**config.mk**
```make
export PLATFORM = sky130hd
export DESIGN_NAME = multi_cycle_control
export DESIGN_NICKNAME = d
export VERILOG_FILES = /design/src/rtl/multi_cycle_control.sv
export SDC_FILE = /design/constraint.sdc
export NUM_CORES = 1
export LEC_CHECK = 0
export ABC_CLOCK_PERIOD_IN_PS = 2800
export CAP_MARGIN = 20
export CORE_UTILIZATION = 35
export CTS_CLUSTER_DIAMETER = 150
export DETAILED_ROUTE_END_ITERATION = 8
export PLACE_DENSITY = 0.68
export SYNTH_ARGS = -nofsm -noshare
export SYNTH_HDL_FRONTEND = slang
export SYNTH_SLANG_ARGS = --single-unit
```
**constraint.sdc**
```tcl
create_clock -name clock -period 2.8 [get_ports clock]
set_input_delay 0.56 -clock clock [delete_from_list [all_inputs] [get_ports clock]]
set_output_delay 0.56 -clock clock [all_outputs]
set_load 0.05 [all_outputs]
```
**src/rtl/multi_cycle_control.sv**
```systemverilog
`default_nettype none
// ============================================================================
// Module   : multi_cycle_control
// Purpose  : Moore sequencing FSM for the multi-cycle MIPS datapath.
// Revision : 1.0
// ============================================================================
module multi_cycle_control #(
  parameter int CNT_W = 32
) (
  input  logic             clock,
  input  logic             reset,
  input  logic [5:0]       opcode,
  input  logic             mem_ready,
  output logic             PCWrite,
  output logic             PCWriteCondEq,
  output logic             PCWriteCondNe,
  output logic             IorD,
  output logic             MemRead,
  output logic             MemWrite,
  output logic             IRWrite,
  output logic             MemtoReg,
  output logic             RegDst,
  output logic             RegWrite,
  output logic             ALUSrcA,
  output logic [1:0]       ALUSrcB,
  output logic [1:0]       ALUOp,
  output logic [1:0]       PCSource,
  output logic [3:0]       state,
  output logic             halted,
  output logic [CNT_W-1:0] retired
);

  localparam logic [5:0] c_opRtype = 6'b000000;
  localparam logic [5:0] c_opJ     = 6'b000010;
  localparam logic [5:0] c_opBeq   = 6'b000100;
  localparam logic [5:0] c_opBne   = 6'b000101;
  localparam logic [5:0] c_opAddi  = 6'b001000;
  localparam logic [5:0] c_opAndi  = 6'b001100;
  localparam logic [5:0] c_opLw    = 6'b100011;
  localparam logic [5:0] c_opSw    = 6'b101011;

  typedef enum logic [3:0] {
    S_FETCH    = 4'd0,
    S_DECODE   = 4'd1,
    S_MEM_ADDR = 4'd2,
    S_MEM_RD   = 4'd3,
    S_MEM_WB   = 4'd4,
    S_MEM_WR   = 4'd5,
    S_EXEC     = 4'd6,
    S_R_WB     = 4'd7,
    S_BRANCH   = 4'd8,
    S_JUMP     = 4'd9,
    S_IMM_EXEC = 4'd10,
    S_IMM_WB   = 4'd11,
    S_HALT     = 4'd15
  } state_t;

  state_t           r_state;
  state_t           w_nextState;
  logic             w_retire;
  logic [CNT_W-1:0] r_retired;

  always_comb begin
    w_nextState = S_FETCH;
    case (r_state)
      S_FETCH:    w_nextState = mem_ready ? S_DECODE : S_FETCH;
      S_DECODE: begin
        case (opcode)
          c_opLw, c_opSw:     w_nextState = S_MEM_ADDR;
          c_opRtype:          w_nextState = S_EXEC;
          c_opBeq, c_opBne:   w_nextState = S_BRANCH;
          c_opJ:              w_nextState = S_JUMP;
          c_opAddi, c_opAndi: w_nextState = S_IMM_EXEC;
          default:            w_nextState = S_HALT;
        endcase
      end
      S_MEM_ADDR: w_nextState = (opcode == c_opSw) ? S_MEM_WR : S_MEM_RD;
      S_MEM_RD:   w_nextState = mem_ready ? S_MEM_WB : S_MEM_RD;
      S_MEM_WB:   w_nextState = S_FETCH;
      S_MEM_WR:   w_nextState = mem_ready ? S_FETCH : S_MEM_WR;
      S_EXEC:     w_nextState = S_R_WB;
      S_R_WB:     w_nextState = S_FETCH;
      S_BRANCH:   w_nextState = S_FETCH;
      S_JUMP:     w_nextState = S_FETCH;
      S_IMM_EXEC: w_nextState = S_IMM_WB;
      S_IMM_WB:   w_nextState = S_FETCH;
      S_HALT:     w_nextState = S_HALT;
      default:    w_nextState = S_FETCH;
    endcase
  end

  // An instruction retires on the edge that leaves its final state.
  always_comb begin
    w_retire = 1'b0;
    case (r_state)
      S_MEM_WB, S_R_WB, S_BRANCH, S_JUMP, S_IMM_WB: w_retire = 1'b1;
      S_MEM_WR:                                     w_retire = mem_ready;
      default:                                      w_retire = 1'b0;
    endcase
  end

  always_ff @(posedge clock) begin
    if (reset) begin
      r_state   <= S_FETCH;
      r_retired <= '0;
    end else begin
      r_state <= w_nextState;
      if (w_retire) begin
        r_retired <= r_retired + {{(CNT_W-1){1'b0}}, 1'b1};
      end
    end
  end

  always_comb begin
    PCWrite       = 1'b0;
    PCWriteCondEq = 1'b0;
    PCWriteCondNe = 1'b0;
    IorD          = 1'b0;
    MemRead       = 1'b0;
    MemWrite      = 1'b0;
    IRWrite       = 1'b0;
    MemtoReg      = 1'b0;
    RegDst        = 1'b0;
    RegWrite      = 1'b0;
    ALUSrcA       = 1'b0;
    ALUSrcB       = 2'b00;
    ALUOp         = 2'b00;
    PCSource      = 2'b00;
    case (r_state)
      S_FETCH: begin
        MemRead = 1'b1;
        ALUSrcB = 2'b01;
        IRWrite = mem_ready;
        PCWrite = mem_ready;
      end
      S_DECODE:   ALUSrcB = 2'b11;
      S_MEM_ADDR: begin
        ALUSrcA = 1'b1;
        ALUSrcB = 2'b10;
      end
      S_MEM_RD: begin
        MemRead = 1'b1;
        IorD    = 1'b1;
      end
      S_MEM_WB: begin
        MemtoReg = 1'b1;
        RegWrite = 1'b1;
      end
      S_MEM_WR: begin
        MemWrite = 1'b1;
        IorD     = 1'b1;
      end
      S_EXEC: begin
        ALUSrcA = 1'b1;
        ALUOp   = 2'b10;
      end
      S_R_WB: begin
        RegDst   = 1'b1;
        RegWrite = 1'b1;
      end
      S_BRANCH: begin
        ALUSrcA       = 1'b1;
        ALUOp         = 2'b01;
        PCSource      = 2'b01;
        PCWriteCondEq = (opcode == c_opBeq);
        PCWriteCondNe = (opcode == c_opBne);
      end
      S_JUMP: begin
        PCWrite  = 1'b1;
        PCSource = 2'b10;
      end
      S_IMM_EXEC: begin
        ALUSrcA = 1'b1;
        ALUSrcB = 2'b10;
        ALUOp   = (opcode == c_opAndi) ? 2'b11 : 2'b00;
      end
      S_IMM_WB:   RegWrite = 1'b1;
      default: ;
    endcase
    // Reset kills every side-effecting strobe before the edge takes effect.
    if (reset) begin
      PCWrite       = 1'b0;
      PCWriteCondEq = 1'b0;
      PCWriteCondNe = 1'b0;
      MemRead       = 1'b0;
      MemWrite      = 1'b0;
      IRWrite       = 1'b0;
      RegWrite      = 1'b0;
    end
  end

  assign state   = r_state;
  assign halted  = (r_state == S_HALT);
  assign retired = r_retired;

endmodule
`default_nettype wire

```
==> results_dict.tcl <==
set metrics [dict create \
    clockRootBuffer "clkbuf_8" \
    ys_seq_elements 36 \
    rows 28 \
    drive_gt1_share_pct 16.00 \
    reg2reg_from "state[0]$_SDFF_PP0_" \
    drc 0 \
    power_mw 2.263 \
    grt_overflow_total 0 \
    clk_latency_ns 0.29 \
    criticalPathCategory "input port to primary output" \
    fp.dieH_um 82.20 \
    syn_area_um2 2251 \
    die_x_um 82.20 \
    status "completed" \
    whs_ns 0.5423 \
    hp-start "retired[31]$_SDFFE_PP0P_" \
    via_per_inst 5.435 \
    cts_made_buffers 5 \
    pwr_density_cell_nw_per_um2 711.7 \
    cts_num_sinks 36 \
    tns_ns 0 \
    crit_buf_inv 3 \
    wl_per_cell_um 14.56 \
    port_buffers 62 \
    antenna_found_initial 0 \
    h-tree-depth 2 \
    clockBufferDepth 2 \
    end_kind "primary output" \
    mostFrequentLayoutCell "clkdlybuf4s50_1" \
    ys_seq_area_share_pct 32.02 \
    setup_viol 0 \
    drv_slew 0 \
    hold_class "register to register" \
    cp.depth 5 \
    avgSynthCellArea_um2 7.982 \
    io_pins 63 \
    start_util_pct 37.14 \
    cp.required_ns 2.24 \
    synth_top_cell_area_share_pct 32.02 \
    grt_pass1_vias 1983 \
    worstPathMaxFanout 7 \
    r2r_cells 7 \
    post-route-period-util_pct 93.55 \
    maxSlewHeadroom_pct 63.23 \
    cp_slowest_stage_delay_ns 0.58 \
    syn_to_final_growth_pct 41.25 \
    finalCriticalPeriod_ns 2.619 \
    irDropWorstVdd_mv 0.5789 \
    cp_data_arrival_time_ns 2.06 \
    synth_edf_count 0 \
    first_pass_iters 5 \
    yosysTopAreaCell "dfxtp_1" \
    synthFlopType "dfxtp_1" \
    grt_max_degree 33 \
    antenna_cells 0 \
    dpl.hpwl_um 4512 \
    synth-async-reset-ratio_pct 0 \
    cap_violations 0 \
    setup_slack_ns 0.1806 \
    place_ws_ns 0.2143 \
    synth_area_leaders "dfxtp_1, xnor2_1, nor2_1" \
    routed_wl_um 6187 \
    core-area_um2 6061 \
    hold_depth 2 \
    critPathLaunchType "input port" \
    fin_skew_ns 0.005161 \
    p_leak_nw 1.022 \
    yosysUniqueCellTypes 54 \
    globalRouteTotalUtil_pct 19.05 \
    cp_slowest_cell "clkdlybuf4s50_1" \
    place.gp.congestion 0.9238 \
    clkTransAtPathRegs_ns 0.07 \
    synth_cells 282 \
    worst_pin_slew_ns 0.5469 \
    vias 2310 \
    cts_resized 0 \
    critPathTopFamily "buffers and inverters" \
    cp_cell_sequence "clkdlybuf4s50_1 > inv_1 > or3_1 > nor3_1 > buf_12" \
    cts_tree "built" \
    final_hold_viol_count 0 \
    drt_iter0_markers 149 \
    die_area_um2 6756 \
    fmax_mhz 381.8 \
    rsz0062_at_grt "no" \
    postCtsSetupRepairBufs 0 \
    postCtsHoldBufs 0 \
    worstSetupStartpoint "mem_ready" \
    layout.nets 359 \
    synth_nets 292 \
    ys_warn_count 0 \
    grt_pass1_wl_um 9687 \
    ant_nets 0 \
    final_cell_mix "clkdlybuf4s50_1, nor2_1, dfxtp_1, xnor2_1, nand2_1" \
]
-- metal layers --
layer  part of all wire (%)  vias to the layer above  track usage (%)
met2                     46                      100            30.41
met1                     44                     1061            23.79
li1                       -                     1137                -
met3                    7.2                       12            4.835
met5                      0                        -                0
met4                    2.1                        0            9.123
-- metrics by stage --
stage | std cells | utilization [%] | instance area [µm²]
floorplan | 282 | - | 2277
global placement | 417 | 50.97 | 3089
detailed placement | 417 | 50.97 | 3089
CTS | 425 | 52.46 | 3179
global route | 425 | 52.46 | 3179
finish | 425 | 52.46 | 3179
-- worst register-to-register path: cells and delay by family (launching register included) --
kind / cells / cell delay (ns)
xor+xnor: 1 / 0.16
buf+inv: 2 / 0.43
flops: 1 / 0.56
simple gates: 4 / 0.92
-- sequential cells by signal, indices dropped and copies added (netlist names) --
| signal | flops |
|---|---|
| retired | 32 |
| state | 4 |
-- worst paths after layout --
check | end | slack [ns]
min reg2reg | retired[31]$_SDFFE_PP0P_ | 0.54
min | retired[31]$_SDFFE_PP0P_ | 0.54
max | IRWrite | 0.18
max reg2reg | retired[9]$_SDFFE_PP0P_ | 0.62
-- power by group --
group	switching, mW	total (mW)	internal, mW
combinational	0.823	1.29	0.463
clock	0.180	0.381	0.201
sequential	0.0559	0.596	0.540
-- cell families after synthesis --
group / after synthesis / share of synthesized area, %
AND/OR/NAND/NOR: 148 / 38.30
multiplexers: 1 / 0.4447
flip-flops: 36 / 32.02
AO/OA/AOI/OAI: 36 / 10.06
adder cells (fa/ha/maj): 1 / 0.5558
buffers and inverters: 29 / 6.559
XOR/XNOR: 31 / 12.06
-- synthesized netlist by cell type (all sizes together) (2+ instances only) --
| library cell | n |
|---|---|
| inv | 11 |
| buf | 11 |
| o21ai | 8 |
| and4 | 4 |
| o31ai | 2 |
| dfxtp | 36 |
| clkbuf | 4 |
| and3 | 5 |
| nor3 | 16 |
| nand2b | 2 |
| a21oi | 13 |
| nand4 | 11 |
| xnor2 | 28 |
| xor2 | 3 |
| o221ai | 2 |
| a32oi | 2 |
| nand2 | 22 |
| nor2 | 41 |
| or4b | 2 |
| nand3 | 14 |
| nor2b | 5 |
| or3 | 3 |
| nor4 | 18 |
| o32a | 2 |
-- area by class of cell --
class / count / area (µm²)
clock buffers: 8 / 90.09
fillers: 578 / 2882
inverters: 12 / 45.04
multi-input cells: 217 / 1409
flip-flops and latches: 36 / 720.7
well taps: 75 / 93.84
repair buffers: 77 / 820.8
(Power assumes the default switching activity.)
